==> config.mk <==
export PLATFORM = sky130hd
export DESIGN_NAME = uart_rx
export DESIGN_NICKNAME = d
export VERILOG_FILES = /design/src/rtl/uart_pkg.sv /design/src/rtl/uart_rx_sampler.sv /design/src/rtl/uart_rx.sv
export SDC_FILE = /design/constraint.sdc
export NUM_CORES = 1
export LEC_CHECK = 0
export ABC_AREA = 1
export CAP_MARGIN = 10
export CORE_MARGIN = 2
export CORE_UTILIZATION = 34
export CTS_CLUSTER_SIZE = 20
export DETAILED_ROUTE_END_ITERATION = 6
export SYNTH_ARGS = -nofsm -noshare
export SYNTH_HDL_FRONTEND = slang
export SYNTH_SLANG_ARGS = --single-unit
==> constraint.sdc <==
create_clock -name CLK -period 2.5 [get_ports CLK]
set_input_delay 0.5 -clock CLK [delete_from_list [all_inputs] [get_ports CLK]]
set_output_delay 0.5 -clock CLK [all_outputs]
set_load 0.02 [all_outputs]
==> src/rtl/uart_pkg.sv <==
// Shared UART definitions: receiver FSM states, line-level bit constants and the parity helper.
package uart_pkg;

    typedef enum logic [2:0] {
        IDLE,
        START,
        DATA,
        PARITY,
        STOP
    } uart_state_e;

    localparam logic START_BIT = 1'b0;
    localparam logic STOP_BIT  = 1'b1;
    localparam logic PAR_ODD   = 1'b1;
    localparam logic PAR_EVEN  = 1'b0;

    // Parity bit that a transmitter appends for the given byte and parity type.
    function automatic logic calc_parity(input logic [7:0] data, input logic par_typ);
        return (par_typ == PAR_ODD) ? ~^data : ^data;
    endfunction

endpackage

==> src/rtl/uart_rx_sampler.sv <==
// Per-bit sample counter with 3-sample majority vote around mid-bit.
// bit_value is valid in the decision cycle; no backpressure.
module uart_rx_sampler #(
    parameter int OVERSAMPLE = 8
) (
    input  logic CLK,
    input  logic RST,
    input  logic rx,
    input  logic start,
    input  logic run,
    output logic bit_value,
    output logic decision,
    output logic bit_done
);

    localparam int CNT_W = $clog2(OVERSAMPLE);
    localparam logic [CNT_W-1:0] S_A    = CNT_W'(OVERSAMPLE/2 - 1);
    localparam logic [CNT_W-1:0] S_B    = CNT_W'(OVERSAMPLE/2);
    localparam logic [CNT_W-1:0] S_DEC  = CNT_W'(OVERSAMPLE/2 + 1);
    localparam logic [CNT_W-1:0] S_LAST = CNT_W'(OVERSAMPLE - 1);

    logic [CNT_W-1:0] s_q, s_d;
    logic [1:0]       samp_q, samp_d;

    always_comb begin
        s_d    = '0;
        samp_d = samp_q;
        // The start-detect cycle is s=0 of the start bit, so the first running cycle is s=1.
        if (start) begin
            s_d = CNT_W'(1);
        end else if (run) begin
            s_d = (s_q == S_LAST) ? '0 : s_q + CNT_W'(1);
        end
        if (run && s_q == S_A) samp_d[0] = rx;
        if (run && s_q == S_B) samp_d[1] = rx;
    end

    always_ff @(posedge CLK) begin
        if (RST) begin
            s_q    <= '0;
            samp_q <= '0;
        end else begin
            s_q    <= s_d;
            samp_q <= samp_d;
        end
    end

    assign decision  = run && (s_q == S_DEC);
    assign bit_done  = run && (s_q == S_LAST);
    assign bit_value = (samp_q[0] & samp_q[1]) | (samp_q[0] & rx) | (samp_q[1] & rx);

endmodule

==> src/rtl/uart_rx.sv <==
// UART receiver: start/8 data/optional parity/stop, strobes one cycle after the stop decision.
// No backpressure; UART_RX_SYNC_EN adds a 2-flop input synchronizer (+2 cycles latency).
module uart_rx
    import uart_pkg::*;
#(
    parameter int OVERSAMPLE = 8,
    parameter int DATA_WIDTH = 8
) (
    input  logic                  CLK,
    input  logic                  RST,
    input  logic                  RX_IN,
    input  logic                  PAR_EN,
    input  logic                  PAR_TYP,
    output logic [DATA_WIDTH-1:0] P_DATA,
    output logic                  DATA_VALID,
    output logic                  PAR_ERR,
    output logic                  STP_ERR,
    output logic                  Busy
);

    localparam int BC_W = $clog2(DATA_WIDTH);
    localparam logic [BC_W-1:0] LAST_BIT = BC_W'(DATA_WIDTH - 1);

    logic rx_s;

`ifdef UART_RX_SYNC_EN
    logic [1:0] sync_q, sync_d;

    always_comb sync_d = {sync_q[0], RX_IN};

    always_ff @(posedge CLK) begin
        if (RST) sync_q <= 2'b11;
        else     sync_q <= sync_d;
    end

    assign rx_s = sync_q[1];
`else
    assign rx_s = RX_IN;
`endif

    uart_state_e           state_q, state_d;
    logic [BC_W-1:0]       bit_cnt_q, bit_cnt_d;
    logic [DATA_WIDTH-1:0] shreg_q, shreg_d;
    logic [DATA_WIDTH-1:0] p_data_q, p_data_d;
    logic                  par_en_q, par_en_d;
    logic                  par_typ_q, par_typ_d;
    logic                  par_bad_q, par_bad_d;
    logic                  armed_q, armed_d;
    logic                  valid_q, valid_d;
    logic                  par_err_q, par_err_d;
    logic                  stp_err_q, stp_err_d;
    logic                  start_det, run;
    logic                  bit_value, decision, bit_done;

    assign run = (state_q != IDLE);

    uart_rx_sampler #(.OVERSAMPLE(OVERSAMPLE)) u_sampler (
        .CLK       (CLK),
        .RST       (RST),
        .rx        (rx_s),
        .start     (start_det),
        .run       (run),
        .bit_value (bit_value),
        .decision  (decision),
        .bit_done  (bit_done)
    );

    always_comb begin
        state_d   = state_q;
        bit_cnt_d = bit_cnt_q;
        shreg_d   = shreg_q;
        p_data_d  = p_data_q;
        par_en_d  = par_en_q;
        par_typ_d = par_typ_q;
        par_bad_d = par_bad_q;
        armed_d   = armed_q | rx_s;
        valid_d   = 1'b0;
        par_err_d = 1'b0;
        stp_err_d = 1'b0;
        start_det = 1'b0;
        unique case (state_q)
            IDLE: begin
                if (armed_q && rx_s == START_BIT) begin
                    start_det = 1'b1;
                    state_d   = START;
                    par_en_d  = PAR_EN;
                    par_typ_d = PAR_TYP;
                    par_bad_d = 1'b0;
                    bit_cnt_d = '0;
                end
            end
            START: begin
                if (decision && bit_value != START_BIT) state_d = IDLE;
                else if (bit_done)                      state_d = DATA;
            end
            DATA: begin
                if (decision) shreg_d = {bit_value, shreg_q[DATA_WIDTH-1:1]};
                if (bit_done) begin
                    if (bit_cnt_q == LAST_BIT) state_d = par_en_q ? PARITY : STOP;
                    else                       bit_cnt_d = bit_cnt_q + BC_W'(1);
                end
            end
            PARITY: begin
                if (decision && bit_value != calc_parity(shreg_q, par_typ_q)) par_bad_d = 1'b1;
                if (bit_done) state_d = STOP;
            end
            STOP: begin
                // Leave at mid-stop so a following start edge is never missed.
                if (decision) begin
                    state_d   = IDLE;
                    par_err_d = par_bad_q;
                    if (bit_value == STOP_BIT && !par_bad_q) begin
                        p_data_d = shreg_q;
                        valid_d  = 1'b1;
                    end
                    if (bit_value != STOP_BIT) begin
                        stp_err_d = 1'b1;
                        armed_d   = 1'b0;
                    end
                end
            end
            default: state_d = IDLE;
        endcase
    end

    always_ff @(posedge CLK) begin
        if (RST) begin
            state_q   <= IDLE;
            bit_cnt_q <= '0;
            shreg_q   <= '0;
            p_data_q  <= '0;
            par_en_q  <= 1'b0;
            par_typ_q <= 1'b0;
            par_bad_q <= 1'b0;
            armed_q   <= 1'b0;
            valid_q   <= 1'b0;
            par_err_q <= 1'b0;
            stp_err_q <= 1'b0;
        end else begin
            state_q   <= state_d;
            bit_cnt_q <= bit_cnt_d;
            shreg_q   <= shreg_d;
            p_data_q  <= p_data_d;
            par_en_q  <= par_en_d;
            par_typ_q <= par_typ_d;
            par_bad_q <= par_bad_d;
            armed_q   <= armed_d;
            valid_q   <= valid_d;
            par_err_q <= par_err_d;
            stp_err_q <= stp_err_d;
        end
    end

    assign P_DATA     = p_data_q;
    assign DATA_VALID = valid_q;
    assign PAR_ERR    = par_err_q;
    assign STP_ERR    = stp_err_q;
    assign Busy       = run;

endmodule

==> results of run 1 <==
-- worst max path at each step --
stage	to	depth (start not counted)
floorplan	state_q[1]$_SDFFE_PP0P_	10
global placement	P_DATA[2]$_SDFFE_PP0P_	8
detailed placement	P_DATA[4]$_SDFFE_PP0P_	8
CTS	Busy	3
global route	Busy	3
finish	Busy	3
-- through the flow --
stage / hold slack [ns] / area (µm²)
final: 0.457 / 1970
after CTS: 0.462 / 1970
after global placement: 0.455 / 1880
after detailed placement: 0.453 / 1880
after floorplan: 0.430 / 1650
after global routing: 0.489 / 1970
-- logic make-up after synthesis --
group	Yosys count	share of synthesized area (%)
buffers and inverters	42	10.1
flip-flops	34	41.2
adder cells (fa/ha/maj)	7	5.31
AND/OR/NAND/NOR	100	26.1
AO/OA/AOI/OAI	53	17.3
-- sequential cells by signal (all words and copies together) (netlist names) --
signal,flops
P_DATA,8
shreg_q,8
bit_cnt_q,3
state_q,3
u_sampler.s_q,3
u_sampler.samp_q,2
DATA_VALID,1
PAR_ERR,1
STP_ERR,1
armed_q,1
par_bad_q,1
par_en_q,1
par_typ_q,1
-- cells in the mapped netlist, drive strengths merged --
library cell / number
nand2: 61
inv: 38
dfxtp: 34
a21oi: 27
o21ai: 25
nor2: 19
nand3: 14
ha: 7
nor3: 5
buf: 2
clkbuf: 2
nand4: 1
o211a: 1
-- cell type report --
class                           instances  area, µm²
Fill cell                             507       2720
Multi-Input combinational cell        160        803
Sequential cell                        34        681
Timing Repair Buffer                   19        183
Inverter                               38        143
Clock buffer                            7       86.3
Tap cell                               54       67.6
Clock inverter                          1       5.00
-- critical path, cell delays in order, from the launching register on --
cell and delay [ns]:
dfxtp_1 0.40, inv_2 0.09, nand2_4 0.12, clkdlybuf4s50_1 0.62
-- where the power goes --
part	total, mW	leakage, nW	switching [mW]	internal (mW)
Clock	0.419	0.0482	0.197	0.222
Sequential	0.612	0.275	0.0308	0.581
Combinational	0.405	0.522	0.266	0.139
-- per-layer routing --
metal / GRT usage, % / vias to the layer above
met3: 4.25 / 4
met5: 0 / -
met4: 7.07 / 0
met1: 17.5 / 636
li1: - / 795
met2: 21.0 / 28
==> impl_metrics.tcl, run 1 <==
set metrics [dict create \
    report.final.hold_viol_count 0 \
    grtUsageTotal_pct 13.8 \
    ant_nets 0 \
    drv_cap 0 \
    grt_pass1_vias 1373 \
    grt_max_degree 19 \
    path_class "reg -> out" \
    final_cell_mix "nand2_1 (59), inv_1 (36), dfxtp_1 (34)" \
    vias 1463 \
    leakage_nw 0.845 \
    die_w_um 73.7 \
    syn2layout_area_growth_pct 19.3 \
    r2r_start "state_q[1]$_SDFFE_PP0P_" \
    hp-start "u_sampler.samp_q[0]$_SDFFE_PP0P_" \
    fin_tns_setup_ns 0 \
    grt_overflow 0 \
    cts_hold_buf 0 \
    arrival_ns 1.52 \
    min_period_over_period_pct 81.0 \
    yosysUniqueCellTypes 21 \
    period_needed_ns 2.02 \
    max_freq_ghz 0.494 \
    regToRegSetupSlack_ns 0.82 \
    grt_pass1_wl_mm 5.82 \
    highest_layer "met4" \
    tightest_slew_ns 0.468 \
    clk_latency_ns 0.29 \
    ios 17 \
    wl_per_cell_um 10.1 \
    dp_hpwl_mm 2.36 \
    dpl_worst_slack_ns 0.466 \
    fin_skew_ns 0.00594 \
    synth_top_area_share_pct 41.2 \
    min_path_cells 2 \
    place.gp.congestion 0.778 \
    start_kind "flop" \
    synth_area_um2 1650 \
    diodes 0 \
    met1Wirelength_mm 1.58 \
    slew-limit-headroom_pct 68.7 \
    cts_resized 0 \
    place_inst 305 \
    initial_core_util_pct 35.2 \
    status "complete, no violations" \
    slew_violations 0 \
    core_area_um2 4690 \
    p_total_mw 1.44 \
    post-cts-setup-buffers 0 \
    cts_buffer_depth 2 \
    fin_ws_ns 0.475 \
    clkTransAtPathRegs_ns 0.07 \
    cp_data_required_time_ns 2.00 \
    die_h_um 73.7 \
    cts_tree "yes" \
    antenna_found_initial 0 \
    cp-end-kind "output port" \
    yosysTopAreaCell "dfxtp_1" \
    yosysWarningCount 0 \
    avgSynthCellArea_um2 6.99 \
    worstHoldPathType "reg -> reg" \
    final_common_cell "nand2_1" \
    drc 0 \
    final_util_pct 41.9 \
    die_area_um2 5430 \
    synthTopCellsByArea "dfxtp_1 (41%), nand2_1 (13%), inv_1 (8.2%), a21oi_1 (7.6%), o21ai_0 (7.0%)" \
    routed_wl_mm 3.16 \
    synth-seq-cells 34 \
    hold_end "u_sampler.samp_q[0]$_SDFFE_PP0P_" \
    cts_buffers 5 \
    setup_viol 0 \
    timing.rr.end "shreg_q[4]$_SDFFE_PP0P_" \
    first_iter_violations 92 \
    syn_nets 248 \
    p_per_area_nw_per_um2 730 \
    finalNonFillerCells 313 \
    ys_seq_area_share_pct 41.2 \
    syn_inst 236 \
    avgViaCountPerCell 4.67 \
    rsz0062_at_grt "false" \
    met3_length_um 120 \
    peakVddDrop_uv 363 \
    root_buffer "clkbuf_8" \
    setup.worst_path.start "state_q[1]$_SDFFE_PP0P_" \
    drtPass1Iterations 4 \
    cp_max_fo 9 \
    fin_nets 270 \
    cts_sinks 34 \
    dr_wl_met2_mm 1.43 \
    r2r_cells 5 \
    htree_levels 2 \
    place.port_buffers 16 \
    drive_above_1_share_pct 7.72 \
    row_count 25 \
]
(Power assumes the default switching activity.)
==> run 2: changes to the inputs <==
clock period = 1.75 ns   (was 2.5 ns; I/O delays follow)
==> run 2 against run 1 <==
Net effect: count of clock-buffer cells in the layout is 1 lower; core utilization is 1.8 points higher; combinational power is 53% higher; setup slack worse by 0.34 ns; final cell count is 1.3% higher; routed wire length is 0.95% lower; die area stayed put; cell area is 4.3% higher; sequential share of layout area is 1.4 points lower; register-to-register slack worse by 0.62 ns; via count is 0.14% lower; largest power group unchanged.
==> impl_metrics.tcl, run 2 (synthesis results as in run 1) <==
set metrics [dict create \
    post-cts-setup-buffers 0 \
    avgViaCountPerCell 4.61 \
    leakage_nw 0.891 \
    root_buffer "clkbuf_8" \
    critPathTopFamily "buffers and inverters" \
    row_count 25 \
    drc 0 \
    crit_end "Busy" \
    crit_cells 3 \
    ant_nets 0 \
    ios 17 \
    dpl_worst_slack_ns -0.115 \
    pwr-share-comb_pct 27.7 \
    cts_tree "yes" \
    r2r_cells 9 \
    setup.worst_path.start "state_q[1]$_SDFFE_PP0P_" \
    grtUsageTotal_pct 13.0 \
    crit_path_top_delay_cell "dfxtp_1" \
    pwr-share-clk_pct 33.0 \
    syn2layout_area_growth_pct 24.4 \
    grt_pass1_vias 1308 \
    setup_viol 0 \
    cp_data_required_time_ns 1.40 \
    dp_hpwl_mm 2.38 \
    drtPass1Iterations 4 \
    slew-limit-headroom_pct 69.8 \
    routed_wl_mm 3.13 \
    clk_latency_ns 0.29 \
    antenna_found_initial 0 \
    drive_above_1_share_pct 9.89 \
    regToRegSetupSlack_ns 0.20 \
    p_per_area_nw_per_um2 1090 \
    cp_max_fo 9 \
    die_w_um 73.7 \
    initial_core_util_pct 35.2 \
    p_int_mw 1.51 \
    fill_cells 504 \
    htree_levels 2 \
    place.gp.congestion 0.859 \
    cts_sinks 34 \
    path_cells "inv_2 -> nand2_4 -> dlygate4sd2_1" \
    fin_tns_setup_ns 0 \
    cpPeakStageDelay_ns 0.40 \
    final_cell_mix "nand2_1 (59), inv_1 (36), dfxtp_1 (34)" \
    wl_per_cell_um 9.89 \
    final_common_cell "nand2_1" \
    placed_area_um2 1940 \
    r2r_start "u_sampler.s_q[0]$_SDFF_PP0_" \
    cts_buffer_depth 2 \
    tightest_slew_ns 0.452 \
    die_h_um 73.7 \
    first_iter_violations 84 \
    stdcell_area_um2 2050 \
    fin_skew_ns 0.00663 \
    report.final.hold_viol_count 0 \
    grt_overflow 0 \
    period_needed_ns 1.61 \
    fin_ws_ns 0.136 \
    rsz0062_at_grt "false" \
    start_kind "flop" \
    drv_cap 0 \
    slew_violations 0 \
    peakVddDrop_uv 912 \
    core_area_um2 4690 \
    place.port_buffers 16 \
    grt_pass1_wl_mm 5.48 \
    p_sw_mw 0.718 \
    grt_max_degree 22 \
    status "complete, no violations" \
    cp-end-kind "output port" \
    vias 1461 \
    diodes 0 \
    path_class "reg -> out" \
    die_area_um2 5430 \
    fin_nets 275 \
    worstHoldPathType "reg -> reg" \
    whs_ns 0.467 \
    timing.rr.end "state_q[1]$_SDFFE_PP0P_" \
    min_period_over_period_pct 92.2 \
    cp_num_buf_inv 2 \
    netSwitchingFraction_pct 32.2 \
    cts_hold_buf 0 \
    clkTransAtPathRegs_ns 0.07 \
    arrival_ns 1.26 \
    max_freq_ghz 0.620 \
    cts_buffers 5 \
    seq_power_share_pct 39.3 \
]
[run 2: through the flow]
| stage | std cells | util, % | power, mW |
|---|---|---|---|
| 6_report | 317 | 43.8 | 2.23 |
| 5_1_grt | 317 | 43.8 | 2.37 |
| 4_1_cts | 317 | 43.7 | 2.26 |
| 3_5_place_dp | 310 | 41.3 | 1.52 |
| 3_3_place_gp | 310 | 41.3 | 1.52 |
| 2_1_floorplan | 236 | - | 1.32 |
[run 2: how the worst min path moves through the flow]
stage	slack, ns	cells past startpoint	startpoint	to
final	0.47	2	bit_cnt_q[2]$_SDFFE_PP0P_	bit_cnt_q[2]$_SDFFE_PP0P_
after global routing	0.48	2	bit_cnt_q[1]$_SDFFE_PP0P_	bit_cnt_q[1]$_SDFFE_PP0P_
after CTS	0.47	2	u_sampler.samp_q[0]$_SDFFE_PP0P_	u_sampler.samp_q[0]$_SDFFE_PP0P_
after detailed placement	0.46	2	bit_cnt_q[2]$_SDFFE_PP0P_	bit_cnt_q[2]$_SDFFE_PP0P_
after global placement	0.45	2	u_sampler.samp_q[0]$_SDFFE_PP0P_	u_sampler.samp_q[0]$_SDFFE_PP0P_
after floorplan	0.42	1	RST	bit_cnt_q[1]$_SDFFE_PP0P_
[run 2: metal layers]
metal	track usage [%]	up-vias	wire length [µm]
met5	0	-	0
met4	6.67	0	80
met3	3.84	10	94
met2	19.9	24	1410
met1	16.5	623	1550
li1	-	804	-
[run 2: final cells by class]
type / instances / area (µm²) / area share (%)
multi-input cells: 160 / 806 / 39.2
flip-flops and latches: 34 / 681 / 33.2
repair buffers: 24 / 244 / 11.9
inverters: 38 / 143 / 6.95
clock buffers: 6 / 82.6 / 4.02
well taps: 54 / 67.6 / 3.29
clock inverters: 1 / 30.0 / 1.46
[run 2: repair_timing]
action / 4_1_cts / 5_1_grt
hold endpoints to repair: 0 / 0
cloned: 0 / 0
setup endpoints to repair: 1 / 1
resized for setup: 1 / 1
[run 2: worst min-delay path, cell delays in order, from the launching register on]
cell and delay (ns):
dfxtp_1 0.31, nand2_1 0.06, a21oi_1 0.05
[run 2: power by group through the flow]
stage / sequential (mW) / clock, mW / combinational, mW
floorplan: 0.880 / 0 / 0.445
CTS: 0.873 / 0.762 / 0.624
finish: 0.876 / 0.736 / 0.618
global route: 0.883 / 0.782 / 0.705
detailed placement: 0.890 / 0 / 0.634
global placement: 0.890 / 0 / 0.627
